`src/rtl/uart_tx_cfg.sv`:
```
// ---------------------------------------------------------------------------
// uart_tx_cfg
//
// Runtime-configurable UART transmitter with an input FIFO.
//
// A producer pushes words through a valid/ready handshake into a small FIFO.
// The transmit FSM pops one word per frame and serialises it as:
// start bit, 5..MAX_DATA_BITS data bits (LSB first), optional parity bit,
// and one or two stop bits. Queued words are sent back-to-back with no idle
// gap. The frame format is sampled into shadow registers at the pop edge, so
// configuration changes never disturb a frame already in flight.
//
// Ports:
//   clk          system clock
//   rst_n        asynchronous active-low reset
//   baud_div     clocks per bit (0 behaves as 1)
//   data_bits    payload bits per frame (clamped to 5..MAX_DATA_BITS)
//   parity_mode  00 none, 01 even, 10 odd, 11 none
//   stop2        1 = two stop bits, 0 = one stop bit
//   s_valid      producer has a word
//   s_data       payload word, LSB first; bits at/above data_bits ignored
//   s_ready      FIFO can accept a word (low while in reset and when full)
//   tx_serial    serial line, idle high
//   tx_active    a frame is in progress
//   tx_done      one-cycle pulse at the end of every frame
//   fifo_level   current FIFO occupancy
// ---------------------------------------------------------------------------
module uart_tx_cfg #(
    parameter int MAX_DATA_BITS = 9,
    parameter int FIFO_DEPTH    = 4,
    parameter int DIV_W         = 16
) (
    input  logic                          clk,
    input  logic                          rst_n,
    input  logic [DIV_W-1:0]              baud_div,
    input  logic [3:0]                    data_bits,
    input  logic [1:0]                    parity_mode,
    input  logic                          stop2,
    input  logic                          s_valid,
    input  logic [MAX_DATA_BITS-1:0]      s_data,
    output logic                          s_ready,
    output logic                          tx_serial,
    output logic                          tx_active,
    output logic                          tx_done,
    output logic [$clog2(FIFO_DEPTH):0]   fifo_level
);

    localparam int AW = $clog2(FIFO_DEPTH);
    localparam int LW = AW + 1;

    localparam logic [LW-1:0] FULL_LVL = LW'(FIFO_DEPTH);
    localparam logic [3:0]    MIN_BITS = 4'd5;
    localparam logic [3:0]    MAX_BITS = 4'(MAX_DATA_BITS);

    localparam logic [2:0] S_IDLE   = 3'd0;
    localparam logic [2:0] S_START  = 3'd1;
    localparam logic [2:0] S_DATA   = 3'd2;
    localparam logic [2:0] S_PARITY = 3'd3;
    localparam logic [2:0] S_STOP   = 3'd4;

    // FIFO storage and control
    logic [MAX_DATA_BITS-1:0] mem_q [FIFO_DEPTH];
    logic [AW-1:0]            wr_ptr_q, wr_ptr_d;
    logic [AW-1:0]            rd_ptr_q, rd_ptr_d;
    logic [LW-1:0]            level_q, level_d;
    logic                     ready_q, ready_d;
    logic                     push;
    logic                     pop;

    // Transmit FSM
    logic [2:0]               state_q, state_d;
    logic                     ser_q, ser_d;
    logic                     act_q, act_d;
    logic                     done_q, done_d;
    logic [DIV_W-1:0]         cnt_q, cnt_d;
    logic [3:0]               idx_q, idx_d;
    logic                     stop_idx_q, stop_idx_d;
    logic                     bit_end;

    // Per-frame shadow of the payload and the frame format
    logic [MAX_DATA_BITS-1:0] buf_q;
    logic [DIV_W-1:0]         div_q;
    logic [3:0]               nbits_q;
    logic                     par_en_q;
    logic                     par_odd_q;
    logic                     stop2_q;

    // -----------------------------------------------------------------------
    // Helper functions
    // -----------------------------------------------------------------------
    function automatic logic [DIV_W-1:0] eff_div(input logic [DIV_W-1:0] d);
        return (d == '0) ? DIV_W'(1) : d;
    endfunction

    function automatic logic [3:0] eff_bits(input logic [3:0] n);
        logic [3:0] r;
        if (n < MIN_BITS) begin
            r = MIN_BITS;
        end else if (n > MAX_BITS) begin
            r = MAX_BITS;
        end else begin
            r = n;
        end
        return r;
    endfunction

    // Select one payload bit; written as a loop so the index width never
    // has to match the payload width.
    function automatic logic bit_at(input logic [MAX_DATA_BITS-1:0] w,
                                    input logic [3:0]               i);
        logic b;
        b = 1'b0;
        for (int k = 0; k < MAX_DATA_BITS; k++) begin
            if (4'(k) == i) begin
                b = w[k];
            end
        end
        return b;
    endfunction

    // XOR of the payload bits actually transmitted (bits below n).
    function automatic logic parity_of(input logic [MAX_DATA_BITS-1:0] w,
                                       input logic [3:0]               n);
        logic p;
        p = 1'b0;
        for (int k = 0; k < MAX_DATA_BITS; k++) begin
            if (4'(k) < n) begin
                p = p ^ w[k];
            end
        end
        return p;
    endfunction

    // -----------------------------------------------------------------------
    // Next-state logic
    // -----------------------------------------------------------------------
    // s_ready is a register, so the accept decision never depends
    // combinationally on s_valid; a full FIFO refuses a push even when a pop
    // happens in the same cycle.
    assign push    = s_valid & ready_q;
    assign bit_end = (cnt_q == div_q - DIV_W'(1));

    always_comb begin
        state_d    = state_q;
        ser_d      = ser_q;
        act_d      = act_q;
        done_d     = 1'b0;
        cnt_d      = cnt_q;
        idx_d      = idx_q;
        stop_idx_d = stop_idx_q;
        pop        = 1'b0;

        case (state_q)
            S_IDLE: begin
                ser_d = 1'b1;
                act_d = 1'b0;
                cnt_d = '0;
                if (level_q != '0) begin
                    pop     = 1'b1;
                    ser_d   = 1'b0;
                    act_d   = 1'b1;
                    state_d = S_START;
                end
            end

            S_START: begin
                if (bit_end) begin
                    cnt_d   = '0;
                    idx_d   = 4'd0;
                    ser_d   = bit_at(buf_q, 4'd0);
                    state_d = S_DATA;
                end else begin
                    cnt_d = cnt_q + DIV_W'(1);
                end
            end

            S_DATA: begin
                if (bit_end) begin
                    cnt_d = '0;
                    if (idx_q == nbits_q - 4'd1) begin
                        if (par_en_q) begin
                            ser_d   = par_odd_q ^ parity_of(buf_q, nbits_q);
                            state_d = S_PARITY;
                        end else begin
                            ser_d      = 1'b1;
                            stop_idx_d = 1'b0;
                            state_d    = S_STOP;
                        end
                    end else begin
                        idx_d = idx_q + 4'd1;
                        ser_d = bit_at(buf_q, idx_q + 4'd1);
                    end
                end else begin
                    cnt_d = cnt_q + DIV_W'(1);
                end
            end

            S_PARITY: begin
                if (bit_end) begin
                    cnt_d      = '0;
                    ser_d      = 1'b1;
                    stop_idx_d = 1'b0;
                    state_d    = S_STOP;
                end else begin
                    cnt_d = cnt_q + DIV_W'(1);
                end
            end

            S_STOP: begin
                if (bit_end) begin
                    cnt_d = '0;
                    if (stop2_q && !stop_idx_q) begin
                        // First of two stop bits finished; line stays high.
                        stop_idx_d = 1'b1;
                    end else begin
                        done_d = 1'b1;
                        if (level_q != '0) begin
                            // Chain straight into the next start bit.
                            pop     = 1'b1;
                            ser_d   = 1'b0;
                            state_d = S_START;
                        end else begin
                            ser_d   = 1'b1;
                            act_d   = 1'b0;
                            state_d = S_IDLE;
                        end
                    end
                end else begin
                    cnt_d = cnt_q + DIV_W'(1);
                end
            end

            default: begin
                ser_d   = 1'b1;
                act_d   = 1'b0;
                cnt_d   = '0;
                state_d = S_IDLE;
            end
        endcase
    end

    always_comb begin
        wr_ptr_d = push ? wr_ptr_q + AW'(1) : wr_ptr_q;
        rd_ptr_d = pop  ? rd_ptr_q + AW'(1) : rd_ptr_q;
        level_d  = level_q;
        case ({push, pop})
            2'b10:   level_d = level_q + LW'(1);
            2'b01:   level_d = level_q - LW'(1);
            default: level_d = level_q;
        endcase
        ready_d = (level_d != FULL_LVL);
    end

    // -----------------------------------------------------------------------
    // Control registers
    // -----------------------------------------------------------------------
    always_ff @(posedge clk or negedge rst_n) begin
        if (!rst_n) begin
            state_q    <= S_IDLE;
            ser_q      <= 1'b1;
            act_q      <= 1'b0;
            done_q     <= 1'b0;
            cnt_q      <= '0;
            idx_q      <= 4'd0;
            stop_idx_q <= 1'b0;
            wr_ptr_q   <= '0;
            rd_ptr_q   <= '0;
            level_q    <= '0;
            ready_q    <= 1'b0;
            div_q      <= DIV_W'(1);
            nbits_q    <= MIN_BITS;
            par_en_q   <= 1'b0;
            par_odd_q  <= 1'b0;
            stop2_q    <= 1'b0;
        end else begin
            state_q    <= state_d;
            ser_q      <= ser_d;
            act_q      <= act_d;
            done_q     <= done_d;
            cnt_q      <= cnt_d;
            idx_q      <= idx_d;
            stop_idx_q <= stop_idx_d;
            wr_ptr_q   <= wr_ptr_d;
            rd_ptr_q   <= rd_ptr_d;
            level_q    <= level_d;
            ready_q    <= ready_d;
            if (pop) begin
                div_q     <= eff_div(baud_div);
                nbits_q   <= eff_bits(data_bits);
                par_en_q  <= (parity_mode == 2'b01) || (parity_mode == 2'b10);
                par_odd_q <= (parity_mode == 2'b10);
                stop2_q   <= stop2;
            end
        end
    end

    // -----------------------------------------------------------------------
    // Data registers (no reset: only ever read after being written)
    // -----------------------------------------------------------------------
    always_ff @(posedge clk) begin
        if (push) begin
            mem_q[wr_ptr_q] <= s_data;
        end
        if (pop) begin
            buf_q <= mem_q[rd_ptr_q];
        end
    end

    assign s_ready    = ready_q;
    assign tx_serial  = ser_q;
    assign tx_active  = act_q;
    assign tx_done    = done_q;
    assign fifo_level = level_q;

endmodule

```
`config.mk`:
```
export PLATFORM = sky130hd
export DESIGN_NAME = uart_tx_cfg
export DESIGN_NICKNAME = d
export VERILOG_FILES = /design/src/rtl/uart_tx_cfg.sv
export SDC_FILE = /design/constraint.sdc
export NUM_CORES = 1
export LEC_CHECK = 0
export BUFFER_PORTS_ARGS = -buffer_cell sky130_fd_sc_hd__buf_2
export CAP_MARGIN = 20
export CORE_MARGIN = 1
export CORE_UTILIZATION = 50
export DETAILED_ROUTE_END_ITERATION = 8
export PLACE_DENSITY = 0.68
export SLEW_MARGIN = 5
export SYNTH_ARGS = -nofsm -noshare
export SYNTH_HDL_FRONTEND = slang
export SYNTH_SLANG_ARGS = --single-unit
```
`constraint.sdc`:
```
create_clock -name clk -period 5.85 [get_ports clk]
set_clock_uncertainty 0.1 [all_clocks]
set_input_delay 0.585 -clock clk [delete_from_list [all_inputs] [get_ports clk]]
set_output_delay 0.585 -clock clk [all_outputs]
set_load 0.01 [all_outputs]
```
==> results.yml, run 1 <==
synthesis:
  synthCells: 470
  seq_area_frac_synth: 0.510
  netlist_area_um2: 5510
  synthFlopType: "dfrtp_1"
  synth_compound_area_frac: 0.0973
  synth_warnings: 0
  synth-simple-area-share: 0.132
  synth_top_family_by_area: "simple AND/OR/NAND/NOR gates"
  yosys_register_bits: 103
  synth_mux_area_frac: 0.105
  syn_nets: 522
  synth_xor_area_frac: 0.0845
  synthArstFlopShare: 0.563
  synth_top_area_cell: "dfrtp_1"
  synth_edf_count: 45
  avgSynthCellArea_um2: 11.7
  synth_area_leaders: "dfrtp_1 (25%), edfxtp_1 (25%), xnor2_1 (4.5%), mux2_4 (4.1%), mux4_2 (3.7%)"
  yosysTopAreaCellShare: 0.245
  synth_fa_ha_area_frac: 0.0400
  ys_types: 67
clock_network:
  cts_num_sinks: 103
  post_cts_resized: 0
  hold_buffers: 0
  cts_tree: "built"
  clkTransAtPathRegs_ns: 0.11
  htree_levels: 3
  numCtsBuffers: 9
  ctsLongestPathBuffers: 2
  clock_latency_ns: 0.38
  post_cts_buffers: 0
  cts-root-buf: "clkbuf_8"
grt:
  grt_max_degree: 59
  grt_pass1_vias: 3663
  grt_antenna_before_repair: 0
  gr-usage-all-layers: 0.222
  grt-ovfl-total: 0
  grt_pass1_wl_mm: 19.2
critical_path:
  end_kind: "flop"
  crit_path_start_kind: "flop"
  path_cells: "or4_4 > nor3_2 > mux2_2 > o211ai_1 > nand4bb_1 > o21ai_4 > nand2_4 > inv_1 > ha_1 > inv_1 > fa_1 > xor2_1 > nor2_1 > xor2_1 > nand2_1"
  slowest_delay_ns: 0.58
  cp_max_fo: 24
  worstPathArrival_ns: 5.14
  worst_path_max_delay_cell: "or4_4"
  path_delay_family: "simple AND/OR/NAND/NOR gates"
  crit_buf_inv: 2
  cp.required_ns: 6.02
  critical_path_class: "flop to flop"
routing:
  postRouteAntennaNets: 0
  via_count: 3753
  drc_errors: 0
  first_pass_iters: 5
  wl_mm: 11.6
  drtIter0Drc: 279
  viasPerCell: 5.79
  post_drt_wl_per_cell_um: 17.9
place:
  dpl_cell_area_um2: 5810
  gp_congestion: 0.886
  hpwl_mm: 8.55
  place_ws_ns: 0.867
  port_buffers: 41
sta:
  slew-limit-headroom: 0.467
  report.final.slew_viol_count: 0
  worst_slew_pin_slew_ns: 0.793
  finalSetupTns_ns: 0
  setup_ws_ns: 0.886
  hold_viol_final: 0
  timing.final.crit_share: 0.849
  max_freq_mhz: 201
  min_period_ns: 4.96
  rsz0062_at_grt: "false"
  final-setup-viol-count: 0
cells_and_area:
  num-nets-final: 559
  fin_area_um2: 6000
  drive_gt1_frac: 0.201
  syn_to_final_growth_pct: 9.07
  num_antenna_cells: 0
worst_hold_path:
  min_path_type: "primary input to async pin"
power:
  ir_drop_uv: 228
  p_leak_nw: 2.43
  p_per_area_nw_per_um2: 487
  total_power_mw: 2.93
floorplanning:
  die_w_um: 107
  initial_utilization: 0.524
  fp-row-count: 37
  die_y_um: 107
  die_area_um2: 11400
  core_um2: 10500
  pin_count: 42
status:
  status: "finished clean"
job:
  cap_violations: 0
-- cell usage after synthesis (12+ instances only) --
cell,instances
nand3_1,14
xnor2_1,28
mux2_4,15
o21ai_0,16
inv_1,22
xor2_1,20
edfxtp_1,45
a21oi_1,18
clkbuf_1,12
dfrtp_1,54
nand2_1,22
ha_1,16
nor2_1,47
-- registers in the layout (all words and copies together) (netlist names), 2 cells and up --
register	flops
mem_q	36
cnt_q	16
div_q	16
buf_q	9
idx_q	4
nbits_q	4
fifo_level	3
state_q	3
rd_ptr_q	2
wr_ptr_q	2
-- layout by cell type (no fill, tap or decap), types with 8 or more instances in the layout --
cell and count:
mux4_2 9, and3_1 9, a21oi_1 18, dfrtp_1 54, clkbuf_8 9, nor3_1 9
nor4_1 8, buf_2 41, mux2_4 15, inv_1 22, nor2_1 47, o21ai_0 16
xor2_1 20, xnor2_1 28, nand2_1 22, ha_1 16, edfxtp_1 45, nand3_1 14
-- where the power goes --
| group | internal [mW] | total, mW | switching (mW) |
|---|---|---|---|
| logic | 0.621 | 1.21 | 0.591 |
| clock network | 0.168 | 0.448 | 0.280 |
| registers | 1.00 | 1.27 | 0.263 |
-- worst paths after layout --
kind                       cells past startpoint           to       from  slack (ns)
min in group clk                               1  mem_q[0][1]  s_data[1]        0.31
min reg2reg                                    1    tx_serial  tx_serial        0.43
min                                            2   state_q[1]      rst_n        0.24
max reg2reg                                   15      s_ready   div_q[2]        0.89
max in group asynchronous                      2     cnt_q[9]      rst_n        4.91
max                                           15      s_ready   div_q[2]        0.89
-- metrics by stage --
| step | std cells | hold WS, ns | util |
|---|---|---|---|
| after global routing | 648 | 0.295 | 0.571 |
| after floorplan | 470 | 0.189 | - |
| after CTS | 648 | 0.269 | 0.571 |
| after global placement | 631 | 0.407 | 0.552 |
| after detailed placement | 632 | 0.418 | 0.553 |
| final | 648 | 0.239 | 0.571 |
-- layer usage --
layer / GRT usage / wire (um) / share of wire
met5: 0 / 0 / 0
met4: 0.0734 / 144 / 0.012
met3: 0.0310 / 486 / 0.042
met2: 0.324 / 5140 / 0.44
met1: 0.342 / 5800 / 0.50
-- kinds of logic (layout without fill, tap and decap cells) --
kind of cell,after synthesis,count (layout)
xor+xnor,50,50
buf+inv,40,82
mux,38,38
simple gates,142,142
compound gates,80,80
flops,103,103
fa+ha+maj,17,17
-- cell type report --
class	instances	area, um2
clock inverters	7	70.1
clock buffers	9	124
well taps	136	170
flip-flops and latches	103	2810
inverters	22	82.6
repair buffers	44	228
multi-input cells	327	2520
fillers	877	4500
No activity file was read; power rests on OpenSTA's default activity.
==> inputs of run 2 (changes only) <==
- clock period: 5.85 -> 5 ns (I/O delays scaled with it)
==> run 2 against run 1 <==
- clock power increased by 18%
- highest routed layer unchanged
- register-to-register slack got worse by 0.52 ns
- first-iteration DRC count down 38%
- combinational power grew 15%
- critical endpoint unchanged
==> results.yml, run 2 (synthesis results as in run 1) <==
critical_path:
  regToRegStartpoint: "div_q[2]"
  cp_max_fo: 10
  reg2reg_slack_ns: 0.36
  crit_path_start_kind: "flop"
  reg2reg_to: "s_ready"
  r2r_cells: 15
  critical_path_class: "flop to flop"
  worstPathArrival_ns: 4.83
  cp.required_ns: 5.19
  end_kind: "flop"
clock_network:
  clock_latency_ns: 0.39
  post_cts_resized: 0
  cts_tree: "built"
  post_cts_buffers: 0
  cts_num_sinks: 103
  ctsLongestPathBuffers: 2
  cts-root-buf: "clkbuf_8"
  hold_buffers: 0
  numCtsBuffers: 9
  clkTransAtPathRegs_ns: 0.11
  htree_levels: 3
routing:
  postRouteAntennaNets: 0
  post_drt_wl_per_cell_um: 16.7
  viasPerCell: 5.67
  drtIter0Drc: 172
  via_count: 3680
  first_pass_iters: 4
  drc_errors: 0
  wl_mm: 10.8
cells_and_area:
  top_regs: "mem_q: 36 flops, cnt_q: 16 flops, div_q: 16 flops"
  syn_to_final_growth_pct: 9.48
  num_antenna_cells: 0
  layout_commonest_cell: "dfrtp_1"
  drive_gt1_frac: 0.203
  layout_common_cells: "dfrtp_1 (54), nor2_1 (47), edfxtp_1 (45)"
  largest_reg_flops: 36
  regMostFlops: "mem_q"
  fin_cells: 649
  num-nets-final: 560
floorplanning:
  die_w_um: 107
  fp-row-count: 37
  die_y_um: 107
  die_area_um2: 11400
  pin_count: 42
  initial_utilization: 0.524
  core_um2: 10500
grt:
  grt_max_degree: 59
  grt-ovfl-total: 0
  grt_antenna_before_repair: 0
  grt_pass1_vias: 3605
  gr-usage-all-layers: 0.209
  grt_pass1_wl_mm: 17.9
power:
  p_per_area_nw_per_um2: 564
  ir_drop_uv: 316
  total_power_mw: 3.40
  p_leak_nw: 2.43
place:
  port_buffers: 41
  hpwl_mm: 7.90
  gp_congestion: 0.883
  place_inst: 633
sta:
  hold_viol_final: 0
  report.final.slew_viol_count: 0
  finalSetupTns_ns: 0
  worst_slew_pin_slew_ns: 0.956
  timing.final.crit_share: 0.927
  rsz0062_at_grt: "false"
  slew-limit-headroom: 0.357
  max_freq_mhz: 216
  final-setup-viol-count: 0
  min_period_ns: 4.64
worst_hold_path:
  min_path_type: "primary input to async pin"
status:
  status: "finished clean"
job:
  cap_violations: 0
## run 2: cell count changes in the layout (fill, tap and decap cells not counted)
cell,previous run,this run
clkinv_8,1,3
inv_6,3,2
buf_4,3,4
inv_8,2,1
clkinv_2,1,0
clkinvlp_4,0,1
## run 2: worst max-delay path, stage by stage (launching register included)
cell       delay [ns]
dfrtp_1          0.48
or4_4            0.58
nor3_2           0.36
mux2_2           0.38
o211ai_1         0.26
nand4bb_1        0.41
o21ai_4          0.36
nand2_4          0.07
inv_1            0.32
ha_1             0.26
inv_1            0.06
fa_1             0.37
xor2_1           0.15
nor2_1           0.12
xor2_1           0.19
nand2_1          0.07
## run 2: worst max-delay path by stage
stage	endpoint	slack, ns	from	cells past startpoint
6_report	s_ready	0.36	div_q[2]	15
5_1_grt	s_ready	0.004	div_q[1]	17
2_1_floorplan	s_ready	0.83	div_q[2]	18
3_3_place_gp	s_ready	0.56	div_q[2]	15
3_5_place_dp	s_ready	0.41	div_q[2]	15
4_1_cts	s_ready	0.39	div_q[2]	15
## run 2: per-stage QoR
step / worst slack (ns) / util / hold WS (ns) / cell area, um2
3_5_place_dp: 0.413 / 0.554 / 0.411 / 5820
6_report: 0.363 / 0.574 / 0.139 / 6030
4_1_cts: 0.385 / 0.574 / 0.171 / 6030
5_1_grt: 0.00440 / 0.574 / 0.189 / 6030
2_1_floorplan: 0.833 / - / 0.104 / 5510
3_3_place_gp: 0.564 / 0.554 / 0.412 / 5820
## run 2: routing by layer
metal / GRT usage / share of wire / wire length, um / vias to the layer above
met5: 0 / 0 / 0 / -
met4: 0.0812 / 0.018 / 191 / 0
met3: 0.0462 / 0.050 / 538 / 14
met2: 0.315 / 0.46 / 4940 / 91
met1: 0.295 / 0.48 / 5170 / 1786
li1: - / - / - / 1789
## run 2: power breakdown
| part | switching [mW] | internal, mW | leakage (nW) | total, mW |
|---|---|---|---|---|
| combinational | 0.667 | 0.727 | 1.19 | 1.39 |
| sequential | 0.303 | 1.17 | 1.14 | 1.48 |
| clock | 0.330 | 0.200 | 0.101 | 0.530 |
| total | 1.30 | 2.10 | 2.43 | 3.40 |
## run 2: layout make-up
cell class	instances	area, um2
fillers	876	4480
flip-flops and latches	103	2810
multi-input cells	327	2520
repair buffers	45	235
well taps	136	170
clock buffers	9	124
clock inverters	7	85.1
inverters	22	82.6
